<file path="config.mk">
export PLATFORM = sky130hd
export DESIGN_NAME = des_key_schedule_flat
export DESIGN_NICKNAME = d
export VERILOG_FILES = /design/src/rtl/des_key_schedule_if.sv /design/src/rtl/des_key_schedule.sv /design/src/flat_wrapper.sv
export SDC_FILE = /design/constraint.sdc
export NUM_CORES = 1
export LEC_CHECK = 0
export CAP_MARGIN = 20
export CORE_MARGIN = 2
export CORE_UTILIZATION = 57
export CTS_BUF_LIST = sky130_fd_sc_hd__clkbuf_16
export CTS_CLUSTER_SIZE = 12
export DETAILED_ROUTE_END_ITERATION = 16
export GPL_ROUTABILITY_DRIVEN = 1
export GPL_TIMING_DRIVEN = 0
export HOLD_SLACK_MARGIN = 0.12
export PLACE_DENSITY = 0.86
export SYNTH_ARGS = -nofsm -noshare
export SYNTH_HDL_FRONTEND = slang
export SYNTH_SLANG_ARGS = --single-unit
</file>
<file path="constraint.sdc">
create_clock -name clk -period 3.7 [get_ports clk]
set_input_delay 0.74 -clock clk [delete_from_list [all_inputs] [get_ports clk]]
set_output_delay 0.74 -clock clk [all_outputs]
set_load 0.1 [all_outputs]
</file>
<file path="src/rtl/des_key_schedule_if.sv">
// des_key_schedule_if
//   Handshake bundle between a DES key source / subkey consumer and
//   des_key_schedule.
//   Key side    : key_valid, key_ready, key_in[63:0], decrypt
//   Subkey side : subkey_valid, subkey_ready, subkey_out[47:0],
//                 round_idx[3:0], last, parity_err
//   master : key source / subkey consumer (drives key_*, decrypt, subkey_ready)
//   slave  : the key-schedule block
interface des_key_schedule_if;
  logic        key_valid;
  logic        key_ready;
  logic [63:0] key_in;
  logic        decrypt;
  logic        subkey_valid;
  logic        subkey_ready;
  logic [47:0] subkey_out;
  logic [3:0]  round_idx;
  logic        last;
  logic        parity_err;

  modport master (
    output key_valid, key_in, decrypt, subkey_ready,
    input  key_ready, subkey_valid, subkey_out, round_idx, last, parity_err
  );

  modport slave (
    input  key_valid, key_in, decrypt, subkey_ready,
    output key_ready, subkey_valid, subkey_out, round_idx, last, parity_err
  );
endinterface

</file>
<file path="src/rtl/des_key_schedule.sv">
// des_key_schedule
//   Iterative DES key schedule. Accepts a 64-bit key and emits the sixteen
//   48-bit round subkeys, one per subkey handshake, in encrypt order
//   (K1..K16) or decrypt order (K16..K1).
//   Ports:
//     clk  - rising-edge clock
//     rst  - synchronous reset, active-high
//     bus  - des_key_schedule_if.slave (key_valid/key_ready/key_in/decrypt,
//            subkey_valid/subkey_ready/subkey_out/round_idx/last/parity_err)
//   Key bit order: key_in[63] = DES bit 1. subkey_out[47] = DES bit 1 of Kn.
//   Optional feature macro: DES_KEY_SCHED_PARITY_CHECK_EN
//     defined   : parity_err flags any even-parity key byte at key accept
//     undefined : parity_err tied to 0, no parity logic
module des_key_schedule (
  input  logic                 clk,
  input  logic                 rst,
  des_key_schedule_if.slave    bus
);

  typedef enum logic {IDLE, RUN} state_t;

  // PC-1: DES key bit numbers (1..64) feeding C1..C28, D1..D28
  localparam int unsigned PC1 [56] = '{
    57, 49, 41, 33, 25, 17,  9,  1, 58, 50, 42, 34, 26, 18,
    10,  2, 59, 51, 43, 35, 27, 19, 11,  3, 60, 52, 44, 36,
    63, 55, 47, 39, 31, 23, 15,  7, 62, 54, 46, 38, 30, 22,
    14,  6, 61, 53, 45, 37, 29, 21, 13,  5, 28, 20, 12,  4
  };

  // PC-2: CD bit numbers (1..56) feeding subkey bits 1..48
  localparam int unsigned PC2 [48] = '{
    14, 17, 11, 24,  1,  5,  3, 28, 15,  6, 21, 10,
    23, 19, 12,  4, 26,  8, 16,  7, 27, 20, 13,  2,
    41, 52, 31, 37, 47, 55, 30, 40, 51, 45, 33, 48,
    44, 49, 39, 56, 34, 53, 46, 42, 50, 36, 29, 32
  };

  function automatic logic [55:0] pc1(input logic [63:0] k);
    logic [55:0] r;
    r = '0;
    for (int unsigned i = 0; i < 56; i++)
      r[6'(55 - i)] = k[6'(64 - PC1[i])];
    return r;
  endfunction

  function automatic logic [47:0] pc2(input logic [55:0] cd);
    logic [47:0] r;
    r = '0;
    for (int unsigned j = 0; j < 48; j++)
      r[6'(47 - j)] = cd[6'(56 - PC2[j])];
    return r;
  endfunction

  function automatic logic [27:0] rol1(input logic [27:0] x);
    return {x[26:0], x[27]};
  endfunction

  function automatic logic [27:0] rol2(input logic [27:0] x);
    return {x[25:0], x[27:26]};
  endfunction

  function automatic logic [27:0] ror1(input logic [27:0] x);
    return {x[0], x[27:1]};
  endfunction

  function automatic logic [27:0] ror2(input logic [27:0] x);
    return {x[1:0], x[27:2]};
  endfunction

  // Rounds 1, 2, 9 and 16 rotate by one position; all others by two.
  function automatic logic single_shift(input logic [4:0] r);
    return (r == 5'd1) || (r == 5'd2) || (r == 5'd9) || (r == 5'd16);
  endfunction

  state_t      state;
  logic [27:0] c_q, d_q;
  logic        dir_q;
  logic [3:0]  idx_q;
  logic        key_ready_q;
  logic        valid_q;
  logic        last_q;

  logic [55:0] key_cd;
  logic [4:0]  shift_round;
  logic        shift_one;
  logic [27:0] c_next, d_next;

  always_comb begin
    key_cd = pc1(bus.key_in);
    // Encrypt steps Kn -> Kn+1 with shift(n+1); decrypt undoes the shift
    // that produced the currently held subkey, i.e. shift(16-idx).
    if (dir_q)
      shift_round = 5'd16 - {1'b0, idx_q};
    else
      shift_round = {1'b0, idx_q} + 5'd2;
    shift_one = single_shift(shift_round);
    if (dir_q) begin
      c_next = shift_one ? ror1(c_q) : ror2(c_q);
      d_next = shift_one ? ror1(d_q) : ror2(d_q);
    end else begin
      c_next = shift_one ? rol1(c_q) : rol2(c_q);
      d_next = shift_one ? rol1(d_q) : rol2(d_q);
    end
  end

  always_ff @(posedge clk) begin
    if (rst) begin
      state       <= IDLE;
      c_q         <= '0;
      d_q         <= '0;
      dir_q       <= 1'b0;
      idx_q       <= '0;
      key_ready_q <= 1'b1;
      valid_q     <= 1'b0;
      last_q      <= 1'b0;
    end else begin
      case (state)
        IDLE: begin
          if (bus.key_valid) begin
            // Decrypt starts from C0/D0 unrotated because C16/D16 == C0/D0.
            if (bus.decrypt) begin
              c_q <= key_cd[55:28];
              d_q <= key_cd[27:0];
            end else begin
              c_q <= rol1(key_cd[55:28]);
              d_q <= rol1(key_cd[27:0]);
            end
            dir_q       <= bus.decrypt;
            idx_q       <= '0;
            state       <= RUN;
            key_ready_q <= 1'b0;
            valid_q     <= 1'b1;
            last_q      <= 1'b0;
          end
        end
        RUN: begin
          if (bus.subkey_ready) begin
            if (idx_q == 4'd15) begin
              state       <= IDLE;
              key_ready_q <= 1'b1;
              valid_q     <= 1'b0;
              last_q      <= 1'b0;
            end else begin
              c_q    <= c_next;
              d_q    <= d_next;
              idx_q  <= idx_q + 4'd1;
              last_q <= (idx_q == 4'd14);
            end
          end
        end
        default: state <= IDLE;
      endcase
    end
  end

  assign bus.key_ready    = key_ready_q;
  assign bus.subkey_valid = valid_q;
  assign bus.subkey_out   = pc2({c_q, d_q});
  assign bus.round_idx    = idx_q;
  assign bus.last         = last_q;

`ifdef DES_KEY_SCHED_PARITY_CHECK_EN
  logic parity_q;
  logic even_byte;

  always_comb begin
    even_byte = 1'b0;
    for (int unsigned b = 0; b < 8; b++)
      if (!(^bus.key_in[8*b +: 8])) even_byte = 1'b1;
  end

  always_ff @(posedge clk) begin
    if (rst)
      parity_q <= 1'b0;
    else if (state == IDLE && bus.key_valid)
      parity_q <= even_byte;
  end

  assign bus.parity_err = parity_q;
`else
  assign bus.parity_err = 1'b0;
`endif

endmodule
</file>
<file path="src/flat_wrapper.sv">
// flat-port wrapper written by rule: the top's interface ports become plain ports
module des_key_schedule_flat 
  (clk, rst, bus_key_valid, bus_key_in, bus_decrypt, bus_subkey_ready, bus_key_ready, bus_subkey_valid, bus_subkey_out, bus_round_idx, bus_last, bus_parity_err);
  des_key_schedule_if bus_i ();
  input  logic clk;
  input  logic rst;
  input wire logic [$bits(bus_i.key_valid)-1:0] bus_key_valid;
  input wire logic [$bits(bus_i.key_in)-1:0] bus_key_in;
  input wire logic [$bits(bus_i.decrypt)-1:0] bus_decrypt;
  input wire logic [$bits(bus_i.subkey_ready)-1:0] bus_subkey_ready;
  output wire logic [$bits(bus_i.key_ready)-1:0] bus_key_ready;
  output wire logic [$bits(bus_i.subkey_valid)-1:0] bus_subkey_valid;
  output wire logic [$bits(bus_i.subkey_out)-1:0] bus_subkey_out;
  output wire logic [$bits(bus_i.round_idx)-1:0] bus_round_idx;
  output wire logic [$bits(bus_i.last)-1:0] bus_last;
  output wire logic [$bits(bus_i.parity_err)-1:0] bus_parity_err;
  assign bus_i.key_valid = bus_key_valid;
  assign bus_i.key_in = bus_key_in;
  assign bus_i.decrypt = bus_decrypt;
  assign bus_i.subkey_ready = bus_subkey_ready;
  assign bus_key_ready = bus_i.key_ready;
  assign bus_subkey_valid = bus_i.subkey_valid;
  assign bus_subkey_out = bus_i.subkey_out;
  assign bus_round_idx = bus_i.round_idx;
  assign bus_last = bus_i.last;
  assign bus_parity_err = bus_i.parity_err;
  des_key_schedule u_core (.clk(clk), .rst(rst), .bus(bus_i));
endmodule
</file>
==> results of run 1 <==
==> cell families after synthesis <==
family	Yosys count
compound gates	294
xor+xnor	3
fa+ha+maj	6
flops	65
simple gates	94
other cells	1
mux	112
buf+inv	130
==> worst paths after layout <==
path / to / from / slack [ps]
setup reg to reg: u_core.d_q[1] / u_core.bus.round_idx[0] / 730
hold reg to reg: u_core.bus.key_ready / u_core.bus.key_ready / 480
hold / removal: u_core.bus.key_ready / u_core.bus.key_ready / 480
setup / recovery: u_core.d_q[1] / bus_subkey_ready / 500
==> metrics by stage <==
step | hold WS [ps] | utilization | worst slack (ps) | power (mW) | instance area, um^2
4_1_cts | 476 | 0.746 | 624 | 2.87 | 7700
5_1_grt | 496 | 0.746 | 393 | 2.98 | 7700
6_report | 476 | 0.746 | 503 | 2.89 | 7700
3_3_place_gp | 451 | 0.716 | 352 | 1.96 | 7390
2_1_floorplan | 524 | - | 693 | 1.68 | 6080
3_5_place_dp | 468 | 0.716 | 300 | 1.97 | 7390
==> where the power goes <==
part | internal (mW) | total [mW] | leakage (nW) | switching [mW]
Sequential | 0.761 | 0.894 | 0.534 | 0.133
Combinational | 0.394 | 1.09 | 2.14 | 0.696
Clock | 0.583 | 0.911 | 0.150 | 0.328
Total | 1.74 | 2.89 | 2.83 | 1.16
==> Yosys cell counts (8+ instances only) <==
library cell,instances,area share
o21a_1,56,0.069
dfxtp_1,65,0.21
nor2_1,62,0.038
a221oi_1,57,0.082
o211ai_1,112,0.14
mux2_2,56,0.10
buf_2,17,0.014
a32oi_1,56,0.081
buf_4,54,0.067
clkbuf_1,46,0.028
mux2i_1,56,0.092
nor3_1,8,0.0066
==> metal layers <==
| layer | wire length (um) | GRT usage |
|---|---|---|
| met3 | 1920 | 0.0521 |
| met1 | 8020 | 0.439 |
| met2 | 9180 | 0.546 |
| met5 | 0 | 0 |
| met4 | 619 | 0.154 |
==> cells in the final DEF, fill, tap and decap left out, types with 3 or more instances in the layout <==
| cell | n |
|---|---|
| a221oi_1 | 57 |
| nor3_1 | 8 |
| clkdlybuf4s50_1 | 114 |
| o21a_1 | 56 |
| xnor2_1 | 3 |
| mux2i_1 | 56 |
| nand2_1 | 7 |
| a21oi_1 | 6 |
| buf_4 | 54 |
| nor2_1 | 62 |
| clkbuf_16 | 9 |
| buf_2 | 17 |
| nand2b_1 | 3 |
| inv_1 | 5 |
| mux2_2 | 56 |
| dfxtp_1 | 65 |
| buf_1 | 7 |
| clkbuf_1 | 46 |
| nand3_1 | 4 |
| a32oi_1 | 56 |
| ha_1 | 6 |
| o211ai_1 | 112 |
==> sequential cells by signal, summed over array words and instances (netlist names) <==
| register | count |
|---|---|
| u_core.bus.key_ready | 1 |
| u_core.bus.last | 1 |
| u_core.bus.round_idx | 4 |
| u_core.bus.subkey_valid | 1 |
| u_core.c_q | 28 |
| u_core.d_q | 28 |
| u_core.dir_q | 1 |
| u_core.state | 1 |
==> cell type report <==
class / instances / area, um^2
plain buffers: 125 / 701
clock buffers: 9 / 225
clock inverters: 7 / 85.1
fillers: 762 / 2620
inverters: 5 / 18.8
multi-input cells: 510 / 4060
flip-flops and latches: 65 / 1300
well taps: 136 / 170
repair buffers: 114 / 1140
==> run metrics, run 1 <==
post-DR vias/cell=7.03; Max-Cap Viols=0; vias=6826; Fin Setup TNS=0 ps; Clock Pin Slew Worst Setup and Hold Paths=60 ps; layout overhead on the synthesized area=26.7%; DR pass1 iterations=5; HP Class=register to register; PortBufs=114; CTS Buffer Depth=2; Crit path max-delay family=buffers and inverters; ANT nets after route=0; P_leak=2.83 nW; FF-to-FF path depth=7; maximum vdd drop=0.264 mV; CP peak stage delay=790 ps; mux contribution to synthesized area=0.196; post-CTS resize count=0; Crit path depth=7; Post-Syn Area per Cell=8.62 um^2; Worst EP arrival=3450 ps; Num CTS Buffers=9; Placed Instances=955; CTS tree=built; NumNets Final=905; GRT overflow=0; Achievable Freq=313 MHz; CTS sink cnt=65; initial antenna violation count=0; wire length per cell=20.3 um; Compound-Gate Fraction of Synth Area=0.387; fin cells=971; Synth Register Bits=65; main combinational cell family by area after synthesis=compound AO/OA/AOI/OAI gates; final period utilization=0.864; Cells after Synth=705; DRT iter0 DRCs=834; critical-path maximum fanout=10; Detailed Route WL=19.7 mm; largest net degree at the start of global routing=12; Slowest cell on crit path=nor2_1; Post-synth EDFFs=0; Power Dens Cells=376 nW/um^2; vias in the first global route=6577; Antenna Cells=0; # rows=37; Core ar.=10300 um^2; worst-path cell chain=clkdlybuf4s50_1 -> nand2_1 -> nor2_1 -> buf_2 -> buf_1 -> o211ai_1 -> a32oi_1; Post-CTS Hold Fix Bufs=0; unrepaired setup endpoints after global routing=false; ys async rst share=0; CP Data Required Time=3950 ps; die width=107 um; Slew HR=0.336; status=finished clean; Distinct cells, synth=36; critical path endpoint category=register; YS warnings=0; Final Hold Viols=0; Seq/Total Area, Yosys=0.214; clock skew=7.91 ps; die height=107 um; clock root cell=clkbuf_16; worst slew pin tran=992 ps; # IOs=125; Post-CTS Setup Bufs=0; Final Setup Violations=0; first-pass GRT wire length=32.0 mm; H-Tree Depth=3; Total Routing Usage GR=0.336; crit path launch type=primary input; Syn Nets=780; Synth Area in Adders=0.0123; Hold Path Depth=1; RD Place Congestion=0.964; Post-Syn Area=6080 um^2; Simple-Gate Fraction of Synth Area=0.0675; DRC violations left=0; Max Slew Vio Count=0; Tmin final=3200 ps; Skew-Pair Late Insertion Delay=330 ps; post-DP HPWL=13.5 mm; ys flop type=dfxtp_1; Buf/Inv on CP=3; die area=11500 um^2; XOR/XNOR Fraction of Synth Area=0.00432; share of layout cells above drive strength 1=0.175; critical path class=primary input to register; Starting Density=0.589
No activity file was read; power rests on OpenSTA's default activity.
==> run 2, diff against run 1 <==
Settings changed: CELL_PAD_IN_SITES_DETAIL_PLACEMENT set to 1, CELL_PAD_IN_SITES_GLOBAL_PLACEMENT set to 2, CORE_UTILIZATION 57 to 34, CTS_CLUSTER_DIAMETER set to 200.
==> run metrics, run 2 (synthesis gave the netlist of run 1 again) <==
die width=138 um (+28%); Max-Cap Viols=0 (unchanged); maximum vdd drop=0.235 mV (-11%); clock skew=9.79 ps (+1.88 ps); largest net degree at the start of global routing=11 (-1); Buf/Inv on CP=3 (unchanged); crit path launch type=primary input; Slowest cell on crit path=nor2_1; post-layout util=0.445 (-0.301); Clock Pin Slew Worst Setup and Hold Paths=60 ps (about the same); Achievable Freq=310 MHz (-0.74%); wire length per cell=22.0 um (+8.1%); post-CTS resize count=0 (unchanged); placed inst area=7500 um^2 (+1.5%); post-DR vias/cell=6.22 (-12%); Power Dens Cells=358 nW/um^2 (-4.7%); CTS sink cnt=65 (unchanged); vias=6577 (-3.6%); R2R setup slack=680 ps (-50 ps); Final Hold Viols=0 (unchanged); Design Area, Final=7750 um^2 (+0.60%); commonest non-fill, non-tap cells in the layout=clkdlybuf4s50_1 (114), o211ai_1 (112), dfxtp_1 (65); P_leak=2.82 nW (-0.50%); worst-path cell chain=clkdlybuf4s50_1 -> nand2_1 -> nor2_1 -> buf_2 -> buf_1 -> o211ai_1 -> a32oi_1; DRT iter0 DRCs=360 (-57%); Hold Slack=469 ps (-6.64 ps); die height=138 um (+28%); Num CTS Buffers=9 (unchanged); first-pass GRT wire length=37.1 mm (+16%); Fin Setup TNS=0 ps (unchanged); NumNets Final=905 (unchanged); ANT nets after route=0 (unchanged); # IOs=125 (unchanged); clock root cell=clkbuf_16; Core ar.=17400 um^2 (+69%); commonest non-fill, non-tap cell in the layout=clkdlybuf4s50_1; Post-CTS Setup Bufs=0 (unchanged); Slew HR=0.330 (-0.00583); critical-path maximum fanout=10 (unchanged); DRC violations left=0 (unchanged); Tmin final=3220 ps (+23.8 ps); layout overhead on the synthesized area=27.4%; Starting Density=0.349 (-0.240); CP peak stage delay=790 ps (about the same); final period utilization=0.871 (+0.00644); Max Slew Vio Count=0 (unchanged); DR pass1 iterations=5 (unchanged); initial antenna violation count=0 (unchanged); CTS tree=built; share of layout cells above drive strength 1=0.170 (-0.00438); worst slew pin tran=1000 ps (+8.71 ps); post-DP HPWL=16.3 mm (+21%); H-Tree Depth=3 (unchanged); CP Data Required Time=3970 ps (+20 ps); HP Class=register to register; critical path class=primary input to register; RD Place Congestion=0.843 (-13%); status=finished clean; PortBufs=114 (unchanged); CTS Buffer Depth=2 (unchanged); GRT overflow=0 (unchanged); Worst EP arrival=3490 ps (+40 ps); Post-CTS Hold Fix Bufs=0 (unchanged); Total Routing Usage GR=0.247 (-0.0896); critical path endpoint category=register; Final Setup Violations=0 (unchanged); Crit path max-delay family=buffers and inverters; Skew-Pair Late Insertion Delay=350 ps (+20 ps); unrepaired setup endpoints after global routing=false; vias in the first global route=6954 (+5.7%); Detailed Route WL=23.2 mm (+18%); Antenna Cells=0 (unchanged); # rows=48 (+30%); die area=19000 um^2 (+65%)
==> run 2: final timing paths <==
check,startpoint,endpoint,cells after the start
worst max-delay path,bus_subkey_ready,u_core.d_q[6],7
worst min-delay path,u_core.bus.last,u_core.bus.last,2
worst max register to register,u_core.bus.round_idx[0],u_core.d_q[6],7
worst min register to register,u_core.bus.last,u_core.bus.last,2
==> run 2: routing by layer <==
layer	share of wire	vias to the layer above	GRT usage
li1	-	3040	-
met1	0.46	3258	0.328
met2	0.47	240	0.415
met3	0.053	39	0.0258
met4	0.020	0	0.0884
met5	0	-	0
==> run 2: layout make-up <==
class                      instances  area [um^2]
inverter                           5         18.8
clock buffer                       9          225
timing repair buffer             114         1140
clock inverter                     5         20.0
fill                            2041         9670
tap                              225          282
sequential                        65         1300
multi-input combinational        510         4060
buffer                           125          701
==> run 2: metrics by stage <==
step,instances,total power [mW],worst slack [ps]
after global placement,1044,1.99,258
after floorplan,705,1.68,693
after detailed placement,1044,2.01,176
after CTS,1058,2.78,530
after global routing,1058,2.87,352
final,1058,2.77,479
==> run 2: where the power goes <==
group | internal [mW] | switching (mW) | total (mW)
Clock | 0.435 | 0.338 | 0.773
Combinational | 0.394 | 0.706 | 1.10
Sequential | 0.761 | 0.140 | 0.901
==> run 2: worst min-delay path: cells and delay by family (launching register included) <==
family             cells  cell delay (ps)
and+or+nand+nor        1               60
AOI/OAI and AO/OA      1               50
DFF                    1              300
